`config.mk`:
```
export PLATFORM = sky130hd
export DESIGN_NAME = ahb_arbiter_n
export DESIGN_NICKNAME = d
export VERILOG_FILES = /design/src/rtl/ahb_pkg.sv /design/src/rtl/ahb_rr_picker.sv /design/src/rtl/ahb_arbiter_n.sv
export SDC_FILE = /design/constraint.sdc
export NUM_CORES = 1
export LEC_CHECK = 0
export ABC_AREA = 1
export BUFFER_PORTS_ARGS = -buffer_cell sky130_fd_sc_hd__buf_2
export CORE_AREA = 2 2 39 41
export CTS_CLUSTER_SIZE = 10
export DETAILED_ROUTE_END_ITERATION = 8
export DIE_AREA = 0 0 41 43
export GPL_ROUTABILITY_DRIVEN = 0
export GPL_TIMING_DRIVEN = 0
export PLACE_DENSITY_LB_ADDON = 0.08
export RECOVER_POWER = 50
export SYNTH_ARGS = -nofsm -noshare
export SYNTH_HDL_FRONTEND = slang
export SYNTH_SLANG_ARGS = --single-unit
export TNS_END_PERCENT = 20
```
`constraint.sdc`:
```
create_clock -name hclk -period 1.5 [get_ports hclk]
set_clock_uncertainty 0.2 [all_clocks]
set_input_delay 0.075 -clock hclk [delete_from_list [all_inputs] [get_ports hclk]]
set_output_delay 0.075 -clock hclk [all_outputs]
set_load 0.01 [all_outputs]
```
`src/rtl/ahb_pkg.sv`:
```
// ahb_pkg
// Shared AHB-Lite encodings and helpers for the bus arbiter.
//   htrans_e       : HTRANS transfer-type encodings (IDLE/BUSY/NONSEQ/SEQ)
//   HBURST_*       : HBURST encodings
//   burst_beats()  : beat count of a fixed-length burst (1 for SINGLE/INCR)
//   onehot_to_idx(): index of the set bit of a one-hot vector (up to 16 bits)
package ahb_pkg;

  typedef enum logic [1:0] {
    HTRANS_IDLE   = 2'd0,
    HTRANS_BUSY   = 2'd1,
    HTRANS_NONSEQ = 2'd2,
    HTRANS_SEQ    = 2'd3
  } htrans_e;

  localparam logic [2:0] HBURST_SINGLE = 3'd0;
  localparam logic [2:0] HBURST_INCR   = 3'd1;
  localparam logic [2:0] HBURST_WRAP4  = 3'd2;
  localparam logic [2:0] HBURST_INCR4  = 3'd3;
  localparam logic [2:0] HBURST_WRAP8  = 3'd4;
  localparam logic [2:0] HBURST_INCR8  = 3'd5;
  localparam logic [2:0] HBURST_WRAP16 = 3'd6;
  localparam logic [2:0] HBURST_INCR16 = 3'd7;

  // Undefined-length INCR counts as a single beat so it re-arbitrates every beat.
  function automatic logic [4:0] burst_beats(input logic [2:0] hburst);
    logic [4:0] beats;
    case (hburst)
      HBURST_WRAP4,  HBURST_INCR4:  beats = 5'd4;
      HBURST_WRAP8,  HBURST_INCR8:  beats = 5'd8;
      HBURST_WRAP16, HBURST_INCR16: beats = 5'd16;
      default:                      beats = 5'd1;
    endcase
    return beats;
  endfunction

  // OR-reduction of set-bit positions; exact for one-hot input.
  function automatic logic [3:0] onehot_to_idx(input logic [15:0] onehot);
    logic [3:0] idx;
    idx = '0;
    for (int i = 0; i < 16; i++) begin
      if (onehot[i]) idx = idx | 4'(i);
    end
    return idx;
  endfunction

endpackage

```
`src/rtl/ahb_rr_picker.sv`:
```
// ahb_rr_picker
// Combinational rotating-priority picker.
//   req   in  N   request vector
//   base  in  IW  index holding highest priority when mode=1
//   mode  in  1   0 = fixed priority (index 0 highest), 1 = rotate from base
//   grant out N   one-hot winner (zero when no request)
//   valid out 1   at least one request present
module ahb_rr_picker #(
  parameter int N  = 2,
  parameter int IW = 1
) (
  input  logic [N-1:0]  req,
  input  logic [IW-1:0] base,
  input  logic          mode,
  output logic [N-1:0]  grant,
  output logic          valid
);

  localparam logic [N-1:0] ONE = N'(1);

  logic [IW-1:0]  start;
  logic [2*N-1:0] req_dbl;
  logic [N-1:0]   req_rot;
  logic [N-1:0]   grant_rot;
  logic [2*N-1:0] grant_dbl;

  // Rotate requests so that 'start' lands on bit 0, isolate the lowest set
  // bit, then rotate the winner back into its original position.
  assign start     = mode ? base : '0;
  assign req_dbl   = {req, req} >> start;
  assign req_rot   = req_dbl[N-1:0];
  assign grant_rot = req_rot & (~req_rot + ONE);
  assign grant_dbl = {grant_rot, grant_rot} << start;
  assign grant     = grant_dbl[2*N-1:N];
  assign valid     = |req;

endmodule

```
`src/rtl/ahb_arbiter_n.sv`:
```
// ahb_arbiter_n
// N-master AHB-Lite bus arbiter with fixed-priority or round-robin selection,
// fixed-length burst hold, locked-transfer hold and a default master.
//   hclk      in   1   bus clock
//   hresetn   in   1   asynchronous active-low reset
//   hbusreq   in   N   per-master bus request
//   hlock     in   N   per-master locked-access request
//   htrans    in   2   HTRANS of the current address-phase owner
//   hburst    in   3   HBURST of the current address-phase owner
//   hready    in   1   HREADY; all state advances only when high
//   hgrant    out  N   one-hot grant (registered)
//   hmaster   out  MW  address-phase owner index (registered)
//   hmastlock out  1   current address-phase transfer is locked (registered)
module ahb_arbiter_n
  import ahb_pkg::*;
#(
  parameter int NUM_MASTERS    = 2,
  parameter int DEFAULT_MASTER = 0,
  parameter int ARB_MODE       = 0,
  localparam int MW = (NUM_MASTERS > 2) ? $clog2(NUM_MASTERS) : 1
) (
  input  logic                   hclk,
  input  logic                   hresetn,
  input  logic [NUM_MASTERS-1:0] hbusreq,
  input  logic [NUM_MASTERS-1:0] hlock,
  input  logic [1:0]             htrans,
  input  logic [2:0]             hburst,
  input  logic                   hready,
  output logic [NUM_MASTERS-1:0] hgrant,
  output logic [MW-1:0]          hmaster,
  output logic                   hmastlock
);

  localparam logic [NUM_MASTERS-1:0] DEFAULT_GRANT = NUM_MASTERS'(1) << DEFAULT_MASTER;
  localparam logic [MW-1:0]          DEFAULT_IDX   = MW'(DEFAULT_MASTER);
  localparam logic [MW-1:0]          LAST_IDX      = MW'(NUM_MASTERS - 1);
  localparam logic [MW-1:0]          ONE_IDX       = MW'(1);
  localparam logic                   RR_MODE       = (ARB_MODE != 0);

  logic [NUM_MASTERS-1:0] hgrant_reg;
  logic [MW-1:0]          hmaster_reg;
  logic                   hmastlock_reg;
  logic [3:0]             beat_cnt_reg;
  logic [3:0]             beat_cnt_next;
  logic [MW-1:0]          rr_last_reg;

  logic [4:0]             beats_m1;
  logic [3:0]             owner_wide;
  logic [MW-1:0]          owner_idx;
  logic                   owner_locked;
  logic                   arb_ok;
  logic [MW-1:0]          rr_base;
  logic [NUM_MASTERS-1:0] pick_grant;
  logic                   pick_valid;
  logic [NUM_MASTERS-1:0] win_grant;
  logic [3:0]             win_wide;
  logic [MW-1:0]          win_idx;

  assign beats_m1 = burst_beats(hburst) - 5'd1;

  // Remaining beats after this one. A NONSEQ always reloads, so a new burst
  // starting on the edge where the old one ends is held correctly.
  always_comb begin
    beat_cnt_next = beat_cnt_reg;
    case (htrans_e'(htrans))
      HTRANS_IDLE:   beat_cnt_next = 4'd0;
      HTRANS_NONSEQ: beat_cnt_next = beats_m1[3:0];
      HTRANS_SEQ:    if (beat_cnt_reg != 4'd0) beat_cnt_next = beat_cnt_reg - 4'd1;
      default:       beat_cnt_next = beat_cnt_reg;
    endcase
  end

  assign owner_wide   = onehot_to_idx(16'(hgrant_reg));
  assign owner_idx    = owner_wide[MW-1:0];
  assign owner_locked = hlock[owner_idx] && hbusreq[owner_idx];

  // Re-arbitrate while the last beat of a burst is in its address phase so
  // the next owner is granted in time to follow it without a bubble.
  assign arb_ok = (beat_cnt_next <= 4'd1) && !owner_locked;

  assign rr_base = (rr_last_reg == LAST_IDX) ? '0 : rr_last_reg + ONE_IDX;

  ahb_rr_picker #(
    .N  (NUM_MASTERS),
    .IW (MW)
  ) u_picker (
    .req   (hbusreq),
    .base  (rr_base),
    .mode  (RR_MODE),
    .grant (pick_grant),
    .valid (pick_valid)
  );

  assign win_grant = pick_valid ? pick_grant : DEFAULT_GRANT;
  assign win_wide  = onehot_to_idx(16'(win_grant));
  assign win_idx   = win_wide[MW-1:0];

  always_ff @(posedge hclk or negedge hresetn) begin
    if (!hresetn) begin
      hgrant_reg    <= DEFAULT_GRANT;
      hmaster_reg   <= DEFAULT_IDX;
      hmastlock_reg <= 1'b0;
      beat_cnt_reg  <= 4'd0;
      rr_last_reg   <= DEFAULT_IDX;
    end else if (hready) begin
      hmaster_reg   <= owner_idx;
      hmastlock_reg <= hlock[owner_idx];
      beat_cnt_reg  <= beat_cnt_next;
      if (arb_ok) begin
        hgrant_reg <= win_grant;
        if (win_grant != hgrant_reg) rr_last_reg <= win_idx;
      end
    end
  end

  assign hgrant    = hgrant_reg;
  assign hmaster   = hmaster_reg;
  assign hmastlock = hmastlock_reg;

endmodule

```
==> flow_summary_export.csv <==
group,metric,value,unit
outcome,status,"finished, violations left",
outcome,violations,"negative setup slack",
yosys,netlist_area,556.8,sq um
timing,setup_slack,-0.06900,ns
global_route,overflow,0,
detailed_routing,antenna_left,0,
final_layout,largest_reg_flops,4,
critical_path,crit_path_cell_trace,"inv_2, ha_4, inv_2, nand2_2, nand2_2, nand3_4, nand4_4, nor2_4, nand2_2, nand2_1, nand2_1",
timing,max_freq,0.6373,GHz
critical_path,cpMaxStageDelayCell,"dfrtp_1",
critical_path,max_stage_delay,0.40,ns
yosys,synth-edff-count,0,
power,clock_power_share,21.4,%
global_route,track_usage,20.49,%
power,power,911.2,uW
detailed_routing,finalWirelength,1.503,mm
timing,rsz0062_at_grt,"yes",
timing,maxSlewViolCount,0,
critical_path,cp_data_required_time,1.46,ns
floorplan,die_x,41,um
final_layout,area_growth,48.54,%
job,maxCapViolations,0,
clocking,path_clk_slew,0.06,ns
clocking,cts_tree,"done",
power,ir_drop,0.0005334,V
clocking,root_buffer,"clkbuf_4",
final_layout,layout.cells.non_filler,127,
critical_path,r2r_slack,-0.07,ns
final_layout,fill_cells,136,
critical_path,setup.worst_path.class,"reg2reg",
yosys,yosysMostFrequentCell,"nand2_1",
yosys,async_flop_share,100.0,%
floorplan,num_rows,14,
floorplan,ios,16,
yosys,yosysSeqAreaShare,36.18,%
timing,period_minus_slack,1.569,ns
critical_path,cp-endpoint,"hgrant[1]",
final_layout,multiInputGateArea,359.1,sq um
timing,period_share,104.6,%
detailed_routing,topRoutingLayerUsed,"met4",
detailed_routing,drc,0,
global_route,grt_first_pass_wirelength,2.346,mm
yosys,synth_cells,82,
power,sequentialPowerShare,35.9,%
critical_path,path_common_cell,"nand2_2",
clocking,cts_buffer_depth,2,
floorplan,die_h,43,um
critical_path,start_kind,"flip-flop",
placement,dpl.cell_count,112,
critical_path,end_kind,"flip-flop",
hold_path,hp-class,"in2reg",
power,power.switching,356.9,uW
final_layout,antennaDiodeCount,0,
detailed_routing,wl_met3,32,um
floorplan,start_util,40.24,%
critical_path,r2r_end,"hgrant[1]",
detailed_routing,drtPass1Iterations,4,
clocking,cts_max_level,1,
timing,worst_pin_slew,0.2910,ns
yosys,synth-seq-cells,8,
floorplan,coreArea,1384,sq um
clocking,insertion_delay,0.27,ns
detailed_routing,vias,619,
timing,setup_viol_count_final,2,
yosys,ys_top_cells_by_area,"dfrtp_1 31%, nand2_1 18%, inv_1 9.4%",
final_layout,drive_above_1_share,27.93,%
clocking,numCtsBuffers,3,
critical_path,cp.arrival,1.53,ns
final_layout,nets,125,
global_route,antenna_found_initial,0,
clocking,cts_sinks,8,
power,p_per_area,1102,nW/um^2
power,swShare,39.17,%
timing,tns,-0.09466,ns
power,intPower,554.3,uW
yosys,netlist_top_cells_count,"27 x nand2_1, 14 x inv_1, 7 x dfrtp_1, 7 x nor2_1",
detailed_routing,drtIter0Drc,10,
placement,dp_hpwl,991.6,um
timing,relSlewSlack,80.60,%
hold_path,hold_depth,5,
critical_path,crit_start,"beat_cnt_reg[1]",
critical_path,path_max_fanout,5,
yosys,ys_types,19,
timing,fin_hold_ws,0.002962,ns
critical_path,r2r-start,"beat_cnt_reg[1]",
critical_path,r2r_cells,11,
yosys,yosysWarnings,0,
power,comb_power_share,42.7,%
yosys,synth_top_area_cell,"dfrtp_1",
floorplan,fp.dieArea,1763,sq um
detailed_routing,wire_per_inst,11.83,um
yosys,synthFlopType,"dfrtp_1",
yosys,syn_area_per_cell,6.790,sq um
detailed_routing,met2_length,788,um
yosys,synth_top_area_share,31.46,%
final_layout,register_area,201.4,sq um
placement,io_buffers,14,
power,p_leak,0.0004229,uW
global_route,grt_pass1_vias,555,
detailed_routing,drt-met1-wl,640,um
detailed_routing,viasPerCell,4.874,
yosys,syn-num-nets,95,
timing,hold_viol,0,
global_route,grt_max_degree,7,
[worst max-delay path: cells and delay by family (launching register included)]
family	cells	cell delay, ns
buffers and inverters	2	0.12
adders and majority gates	1	0.17
and+or+nand+nor	8	0.56
DFF	1	0.40
[cell families after synthesis]
family | synth area share [%]
AOI/OAI and AO/OA | 8.763
xor gates and xnor gates | 1.573
adders and majority gates | 2.247
buffers and inverters | 9.438
DFF | 36.18
and+or+nand+nor | 41.80
[layout by cell type, fill, tap and decap left out]
master and count:
nand2_2 3, buf_2 10, a31oi_1 2, nand2_4 1
ha_4 1, dfrtp_1 7, o22ai_1 1, clkbuf_4 3
nor2_4 3, clkbuf_1 5, a21oi_1 1, nor2_1 7
xor2_1 1, o21ai_0 4, nand3_4 1, nand4_1 2
nand3_1 4, inv_1 11, nand4_4 1, inv_2 3
o21ai_1 1, dfstp_2 1, dlygate4sd3_1 8, nand3_2 1
buf_4 3, nand2_1 24, nand3b_1 2
[per-stage QoR]
step / area (sq um) / utilization [%] / worst slack [ns]
finish: 827.0 / 59.76 / -0.06900
global placement: 664.4 / 48.01 / -0.1233
floorplan: 574.3 / - / 0.003736
global route: 827.0 / 59.76 / -0.1617
CTS: 803.3 / 58.05 / -0.05893
detailed placement: 664.4 / 48.01 / -0.1186
[cell type report]
| cell class | count | share of cell area (%) |
|---|---|---|
| inverter | 14 | 6.354 |
| tap | 16 | 2.421 |
| clock buffer | 4 | 3.177 |
| timing repair buffer | 25 | 20.27 |
| sequential | 8 | 24.36 |
| multi-input combinational | 60 | 43.42 |
[worst min path at each step]
stage | startpoint | end
CTS | hburst[1] | beat_cnt_reg[3]
floorplan | hresetn | beat_cnt_reg[0]
finish | hburst[1] | beat_cnt_reg[3]
global placement | hresetn | beat_cnt_reg[1]
global route | hburst[1] | beat_cnt_reg[3]
detailed placement | hresetn | beat_cnt_reg[1]
[layer usage]
layer | track usage [%] | up-vias
li1 | - | 321
met1 | 24.58 | 283
met2 | 31.56 | 10
met3 | 4.712 | 5
met4 | 12.00 | 0
met5 | 0 | -
[timing repair]
action / 4_1_cts / 5_1_grt
resized for setup: 2 / 7
hold buffers: 8 / 0
setup endpoints to repair: 3 / 3
pin swaps: 5 / 2
hold endpoints to repair: 14 / 0
buffers inserted: 3 / 0
[power by group through the flow]
| stage | clock [uW] | sequential [uW] | combinational (uW) |
|---|---|---|---|
| 2_1_floorplan | 0 | 344 | 198 |
| 3_3_place_gp | 0 | 327 | 314 |
| 3_5_place_dp | 0 | 328 | 317 |
| 4_1_cts | 193 | 326 | 363 |
| 5_1_grt | 210 | 336 | 431 |
| 6_report | 195 | 328 | 389 |
(Power assumes the default switching activity.)
